===== src/rtl/genesis_ram_arbiter.sv =====
// Two-master (68K / Z80) arbiter for the shared single-port work RAM, with a
// starvation guard for the Z80. Optional bus-request ports: define Z80_BUSREQ_EN.
module genesis_ram_arbiter #(
   parameter int ADDR_W     = 17,
   parameter int DATA_W     = 8,
   parameter int STARVE_MAX = 4
) (
   input  logic              clk,
   input  logic              rst_n,
   // Per side, 4-phase handshake: req is a level held until ack=1; ack then
   // stays high until req is seen low, and ack drops before the next grant.
   input  logic              m68_req,
   input  logic              m68_we,
   input  logic [ADDR_W-1:0] m68_addr,
   input  logic [DATA_W-1:0] m68_wdata,
   output logic              m68_ack,
   output logic [DATA_W-1:0] m68_rdata,
   input  logic              z80_req,
   input  logic              z80_we,
   input  logic [ADDR_W-1:0] z80_addr,
   input  logic [DATA_W-1:0] z80_wdata,
   output logic              z80_ack,
   output logic [DATA_W-1:0] z80_rdata,
   output logic              ram_en,
   output logic              ram_we,
   output logic [ADDR_W-1:0] ram_addr,
   output logic [DATA_W-1:0] ram_wdata,
   input  logic [DATA_W-1:0] ram_rdata,
`ifdef Z80_BUSREQ_EN
   input  logic              z80_busreq,
   output logic              z80_busack,
`endif
   output logic [1:0]        dbg_state
);

   typedef enum logic [1:0] {
      IDLE    = 2'd0,
      ACCESS  = 2'd1,
      RESP    = 2'd2,
      RELEASE = 2'd3
   } state_t;

   localparam logic [3:0] STARVE_LIM = 4'(STARVE_MAX);

   state_t            state, state_d;
   logic              owner_z, owner_z_d;
   logic              op_we, op_we_d;
   logic [3:0]        streak, streak_d;
   logic [3:0]        streak_inc;
   logic              ram_en_d, ram_we_d;
   logic [ADDR_W-1:0] ram_addr_d;
   logic [DATA_W-1:0] ram_wdata_d;
   logic              m68_ack_d, z80_ack_d;
   logic [DATA_W-1:0] m68_rdata_d, z80_rdata_d;
   logic              z_block, z_eff, owner_req;

`ifdef Z80_BUSREQ_EN
   logic busack_d;

   // A raised busreq masks the Z80 on the very edge busack rises, so the
   // 68K never sees a Z80 grant slip in alongside its bus acknowledge.
   assign z_block = z80_busack | ((state == IDLE) & z80_busreq);

   always_comb begin
      busack_d = z80_busack;
      if (!z80_busreq)
         busack_d = 1'b0;
      else if (state == IDLE)
         busack_d = 1'b1;
   end

   always_ff @(posedge clk or negedge rst_n) begin
      if (!rst_n)
         z80_busack <= 1'b0;
      else
         z80_busack <= busack_d;
   end
`else
   assign z_block = 1'b0;
`endif

   assign z_eff      = z80_req & ~z_block;
   assign owner_req  = owner_z ? z80_req : m68_req;
   assign streak_inc = (streak == 4'hF) ? streak : streak + 4'd1;
   assign dbg_state  = state;

   always_comb begin
      state_d     = state;
      owner_z_d   = owner_z;
      op_we_d     = op_we;
      streak_d    = streak;
      ram_en_d    = 1'b0;
      ram_we_d    = ram_we;
      ram_addr_d  = ram_addr;
      ram_wdata_d = ram_wdata;
      m68_ack_d   = m68_ack;
      z80_ack_d   = z80_ack;
      m68_rdata_d = m68_rdata;
      z80_rdata_d = z80_rdata;

      case (state)
         IDLE: begin
            if (m68_req || z_eff) begin
               if (z_eff && (!m68_req || streak >= STARVE_LIM)) begin
                  owner_z_d   = 1'b1;
                  streak_d    = 4'd0;
                  op_we_d     = z80_we;
                  ram_we_d    = z80_we;
                  ram_addr_d  = z80_addr;
                  ram_wdata_d = z80_wdata;
               end else begin
                  owner_z_d   = 1'b0;
                  // Only a 68K win over a waiting Z80 counts toward starvation.
                  streak_d    = z_eff ? streak_inc : 4'd0;
                  op_we_d     = m68_we;
                  ram_we_d    = m68_we;
                  ram_addr_d  = m68_addr;
                  ram_wdata_d = m68_wdata;
               end
               ram_en_d = 1'b1;
               state_d  = ACCESS;
            end
         end
         ACCESS: begin
            ram_we_d = 1'b0;
            state_d  = RESP;
         end
         RESP: begin
            if (owner_z) begin
               z80_ack_d = 1'b1;
               if (!op_we) z80_rdata_d = ram_rdata;
            end else begin
               m68_ack_d = 1'b1;
               if (!op_we) m68_rdata_d = ram_rdata;
            end
            state_d = RELEASE;
         end
         RELEASE: begin
            if (!owner_req) begin
               m68_ack_d = 1'b0;
               z80_ack_d = 1'b0;
               state_d   = IDLE;
            end
         end
         default: state_d = IDLE;
      endcase

`ifdef Z80_BUSREQ_EN
      if (z80_busack) streak_d = 4'd0;
`endif
   end

   always_ff @(posedge clk or negedge rst_n) begin
      if (!rst_n) begin
         state     <= IDLE;
         owner_z   <= 1'b0;
         op_we     <= 1'b0;
         streak    <= 4'd0;
         ram_en    <= 1'b0;
         ram_we    <= 1'b0;
         ram_addr  <= '0;
         ram_wdata <= '0;
         m68_ack   <= 1'b0;
         z80_ack   <= 1'b0;
         m68_rdata <= '0;
         z80_rdata <= '0;
      end else begin
         state     <= state_d;
         owner_z   <= owner_z_d;
         op_we     <= op_we_d;
         streak    <= streak_d;
         ram_en    <= ram_en_d;
         ram_we    <= ram_we_d;
         ram_addr  <= ram_addr_d;
         ram_wdata <= ram_wdata_d;
         m68_ack   <= m68_ack_d;
         z80_ack   <= z80_ack_d;
         m68_rdata <= m68_rdata_d;
         z80_rdata <= z80_rdata_d;
      end
   end

endmodule

===== config.mk =====
export PLATFORM = sky130hd
export DESIGN_NAME = genesis_ram_arbiter
export DESIGN_NICKNAME = d
export VERILOG_FILES = /design/src/rtl/genesis_ram_arbiter.sv
export SDC_FILE = /design/constraint.sdc
export NUM_CORES = 1
export LEC_CHECK = 0
export CAP_MARGIN = 20
export CORE_MARGIN = 2
export CORE_UTILIZATION = 41
export CTS_CLUSTER_DIAMETER = 50
export DETAILED_ROUTE_END_ITERATION = 7
export GPL_TIMING_DRIVEN = 0
export MAX_ROUTING_LAYER = met4
export PLACE_DENSITY = 0.85
export SLEW_MARGIN = 15
export SYNTH_ARGS = -nofsm -noshare
export SYNTH_HDL_FRONTEND = slang
export SYNTH_SLANG_ARGS = --single-unit

===== constraint.sdc =====
create_clock -name clk -period 2.2 [get_ports clk]
set_input_delay 0.44 -clock clk [delete_from_list [all_inputs] [get_ports clk]]
set_output_delay 0.44 -clock clk [all_outputs]
set_load 0.01 [all_outputs]

* Word-level counts from Yosys, hierarchy flattened
Index checks and enable logic that the tools add are counted.
W data, S select, Z words.
** Cells by class
- Add/sub/neg operators :: 1
- Order comparisons :: 1
- Equal/unequal tests :: 9
- Mux-type cells :: 20
- Bitwise operators :: 2
- Reduce and logical (&&, ||, !) cells :: 15
** Operator list (count)
- $mux W17 :: 1
- $reduce_and A3 Y1 :: 5
- $mux W4 :: 3
- $mux W1 :: 9
- $mux W8 :: 1
- $ne A2 B2 Y1 const B :: 4
- $pmux W2 S4 :: 1
- $pmux W1 S2 :: 3
- $reduce_and A2 Y1 :: 3
- $add A4 B1 Y4 const B :: 1
- $eq A2 B2 Y1 const B :: 2
- $eq A4 B4 Y1 const B :: 1
- $ge A4 B3 Y1 const B :: 1
- $mux W2 :: 2
- $reduce_bool A2 Y1 :: 2
- $ne A3 B2 Y1 const B :: 1
- $eq A2 B1 Y1 const B :: 1
- $logic_not A2 Y1 :: 1
- $logic_or A1 B1 Y1 :: 2
- $not A1 Y1 :: 2
- $logic_and A1 B1 Y1 :: 1
- $logic_not A1 Y1 :: 1
** Storage, ports and cells
- Flip-flop bits (word level) :: 53
- Output and inout bits :: 47
- Word-level logic and storage cells :: 60

* Longest topological paths before layout
Gate-level depths: netlist of run 1.
- Depth in word-level cells :: 6
- Mapped depth :: 7

* Worst setup path before layout of run 1
OpenSTA, ideal clock, no wires.
- Path kind :: register to register
- Start :: register state[0] (netlist: dbg_state[0])
- End :: register m68_rdata[0]
- Setup time :: 125 ps
- Arrival :: 1538 ps
- Setup slack :: 537 ps
- Stages on the path, launching flop included :: 5
- Path buffers :: 0
- Clock period less this slack :: 1663 ps
- Path through :: dfrtp_1 > inv_1 > ha_1 > nor3b_2 > mux2_2
** On the way
- Word-level cells in the longest chain between the ends :: 2
** RTL lines
- start, declared :: RTL line 45 : state_t state, state_d;
- start signal, assigned :: RTL line 168 : state <= state_d;
- $eq A2 B2 Y1 :: RTL line 101 : case (state)
- $reduce_and A3 Y1 (no source line)
- end signal, assigned :: RTL line 178 : m68_rdata <= m68_rdata_d;
- end, declared :: RTL line 17 : output logic [DATA_W-1:0] m68_rdata,
Every way passes these cells.
A chain may end at the register's enable or synchronous reset.

* Final worst setup path of run 1
- Start :: register state[0] (netlist: dbg_state[0])
- End :: register m68_rdata[1]
Same word-level chain as after synthesis.

==> impl_metrics.py, run 1 <==
metrics = {
    "outcome": {
        "status": "completed",
    },
    "place": {
        "io_buffers": 110,
        "gp_congestion": 0.814,
        "dpl_cell_area_mm2": 0.00366,
        "dp_hpwl_mm": 4.96,
    },
    "routing": {
        "drt-wirelength-per-cell_um": 15.7,
        "via_per_inst": 5.42,
        "vias": 2286,
        "drt_iter0_drc": 91,
        "first_pass_iters": 4,
        "drt_wl_total_mm": 6.63,
        "ant_nets": 0,
        "drc": 0,
    },
    "clock_tree": {
        "cts_made_buffers": 5,
        "tritoncts": "yes",
        "insertion_delay_ns": 0.31,
        "cts_sinks": 53,
        "cts_resized": 0,
        "clockBufferDepth": 2,
        "clk_pin_slew_ns": 0.09,
        "cts_root_buf": "clkbuf_8",
        "postCtsSetupRepairBufs": 0,
        "cts.hold.buffers_added": 0,
        "cts_max_level": 2,
    },
    "worst_setup_path": {
        "worstSetupPathType": "flop to flop",
        "path_max_fanout": 8,
        "cp_cell_sequence": "inv_1, ha_1, nor3b_2, mux2_2",
        "required_ns": 2.39,
        "critPathBufInv": 1,
        "cpMaxStageDelayCell": "nor3b_2",
        "crit_arrival_ns": 2.12,
        "critPathLaunchType": "flop",
        "worst_setup_path_end_kind": "flop",
        "max_stage_delay_ns": 0.63,
        "critPathTopFamily": "simple AND/OR/NAND/NOR gates",
    },
    "synth": {
        "syn_inst": 228,
        "ys_seq_elements": 53,
        "synth.avg_cell_area_um2": 10.7,
        "synth_warnings": 0,
        "yosysUniqueCellTypes": 29,
        "synth_area_mm2": 0.00245,
        "yosysTopAreaCell": "dfrtp_1",
        "syn-num-nets": 297,
        "yosys.area.top_type_share": 0.542,
        "synth_area_leaders": "dfrtp_1 (54%), mux2_2 (8.7%), nand2_1 (8.0%)",
        "yosysSeqAreaShare": 0.542,
    },
    "global_route": {
        "grt_max_degree": 28,
        "grt_pass1_wl_mm": 10.3,
        "antenna_found_initial": 0,
        "grt-ovfl-total": 0,
        "grt_pass1_vias": 2161,
        "grt_util_all_layers": 0.211,
    },
    "sta": {
        "fin_crit_ns": 1.94,
        "worst_pin_slew_ns": 0.696,
        "setup_viol": 0,
        "finalMaxSlewViolations": 0,
        "rsz0062_at_grt": "false",
        "relSlewSlack": 0.534,
        "period_share": 0.880,
        "skew_ns": 0.0102,
        "fmax_mhz": 517,
        "final_hold_viol_count": 0,
    },
    "floorplanning": {
        "io_pins": 111,
        "die_w_um": 81.3,
        "core_mm2": 0.00585,
        "initial_core_util": 0.418,
        "rows": 28,
        "die_area_mm2": 0.00660,
        "dieHeight_um": 81.3,
    },
    "min_path": {
        "min_path_type": "primary input to asynchronous set/reset pin",
    },
    "final_layout": {
        "n_antenna_cell": 0,
        "final_core_util": 0.648,
        "drive_above_1_share": 0.118,
        "final_area_mm2": 0.00379,
        "area_growth_pct": 54.9,
        "fin_nets": 415,
    },
    "pwr": {
        "p_comb_frac": 0.492,
        "p_int_mw": 3.23,
        "power_frac_seq": 0.349,
        "total_leakage_power_nw": 1.55,
        "sw_frac_of_total": 0.336,
        "power.switching_mw": 1.64,
        "clkPwrFrac": 0.159,
        "vdd_drop_max_v": 0.000790,
        "p_per_area_mw_per_mm2": 1280,
    },
    "run": {
        "maxCapViolCount": 0,
    },
}
-- power groups by stage --
| stage | combinational [mW] | clock, mW | sequential (mW) |
|---|---|---|---|
| floorplan | 0.972 | 0 | 1.90 |
| global placement | 2.35 | 0 | 1.70 |
| global route | 2.64 | 0.823 | 1.76 |
| finish | 2.40 | 0.772 | 1.70 |
| CTS | 2.43 | 0.782 | 1.71 |
| detailed placement | 2.43 | 0 | 1.72 |
-- stage by stage --
stage | total power [mW] | TNS, ns | hold slack [ns] | cells | worst slack [ns]
3_5_place_dp | 4.15 | -0.784 | 0.489 | 414 | -0.0537
4_1_cts | 4.92 | 0 | 0.156 | 422 | 0.235
2_1_floorplan | 2.87 | 0 | 0.144 | 228 | 0.537
5_1_grt | 5.22 | 0 | 0.182 | 422 | 0.109
3_3_place_gp | 4.05 | -46.37 | 0.480 | 413 | -0.878
6_report | 4.87 | 0 | 0.141 | 422 | 0.265
-- per-layer routing --
metal  GRT usage  up-vias  share of wire
met1       0.285     1118           0.45
met5           -        -              0
li1            -     1060              -
met2       0.329       97           0.48
met3      0.0311       11          0.057
met4      0.0644        0          0.013
-- cells in the final DEF (no fill, tap or decap), types with 2 or more instances in the layout --
cell type / n
clkdlybuf4s50_1: 109
dfrtp_1: 53
nand2_1: 52
nand4_1: 25
o211ai_1: 25
mux2_2: 19
buf_2: 8
a22o_1: 5
ha_1: 5
clkbuf_8: 5
inv_1: 4
nor2_1: 4
buf_1: 4
clkbuf_1: 4
o21ai_0: 3
nor3b_2: 2
buf_6: 2
bufinv_16: 2
-- flip-flops by register name (all words and copies together), names as in the netlist --
name       cells
op_we          1
ram_we         1
z80_rdata      8
m68_ack        1
m68_rdata      8
streak         4
ram_addr      17
ram_en         1
ram_wdata      8
z80_ack        1
owner_z        1
dbg_state      2
-- Yosys cell counts --
cell type,count
nor2_1,4
buf_6,2
o311ai_0,1
o211ai_1,25
o21ai_2,1
a22o_1,5
a31oi_1,1
ha_1,5
nand3b_1,1
o21ai_0,3
o32a_1,1
clkinv_1,1
nand2_1,52
clkbuf_1,4
nor3b_2,2
a22oi_1,1
nand4_1,25
mux2_2,19
a21oi_1,1
mux2i_1,1
dfrtp_1,53
or3b_1,1
buf_2,7
a2bb2oi_1,1
and3_1,1
inv_1,4
buf_1,4
nand2b_1,1
and2_1,1
-- cell type report --
| class | count | area (um^2) |
|---|---|---|
| Sequential cell | 53 | 1330 |
| Clock inverter | 3 | 65.1 |
| Multi-Input combinational cell | 153 | 1010 |
| Inverter | 5 | 18.8 |
| Fill cell | 451 | 2060 |
| Timing Repair Buffer | 111 | 1120 |
| Buffer | 17 | 87.6 |
| Clock buffer | 5 | 68.8 |
| Tap cell | 75 | 93.8 |
-- final timing paths --
path                       cells past startpoint         start           end  slack, ns
min in group clk                               2  ram_wdata[7]  ram_wdata[7]       0.51
hold / removal                                 1         rst_n  m68_rdata[3]       0.14
hold reg to reg                                2  ram_wdata[7]  ram_wdata[7]       0.51
max in group asynchronous                      2         rst_n  ram_wdata[0]       1.49
setup / recovery                               4  dbg_state[0]  m68_rdata[1]       0.26
setup reg to reg                               4  dbg_state[0]  m68_rdata[1]       0.26
-- cell families (layout without fill, tap and decap cells) --
family	Yosys count	after routing	share of synthesized area
and+or+nand+nor	88	88	0.174
adders and majority gates	5	5	0.0256
buffers and inverters	22	141	0.0434
AOI/OAI and AO/OA	40	40	0.123
muxes	20	20	0.0915
DFF	53	53	0.542
-- worst register-to-register path, stage by stage, from the launching register on --
cell	delay, ns
dfrtp_1	0.43
inv_1	0.10
ha_1	0.26
nor3b_2	0.63
mux2_2	0.41
No activity file was read; power rests on OpenSTA's default activity.
==> run 2: changes to the inputs <==
--- a/config.mk
+++ b/config.mk
@@ -13,6 +13,7 @@
 export GPL_TIMING_DRIVEN = 0
 export MAX_ROUTING_LAYER = met4
 export PLACE_DENSITY = 0.85
+export SETUP_SLACK_MARGIN = 0.05
 export SLEW_MARGIN = 15
 export SYNTH_ARGS = -nofsm -noshare
 export SYNTH_HDL_FRONTEND = slang
==> results of run 2 <==
Same layout as run 1: the final DEF is identical, and so are final timing and power.
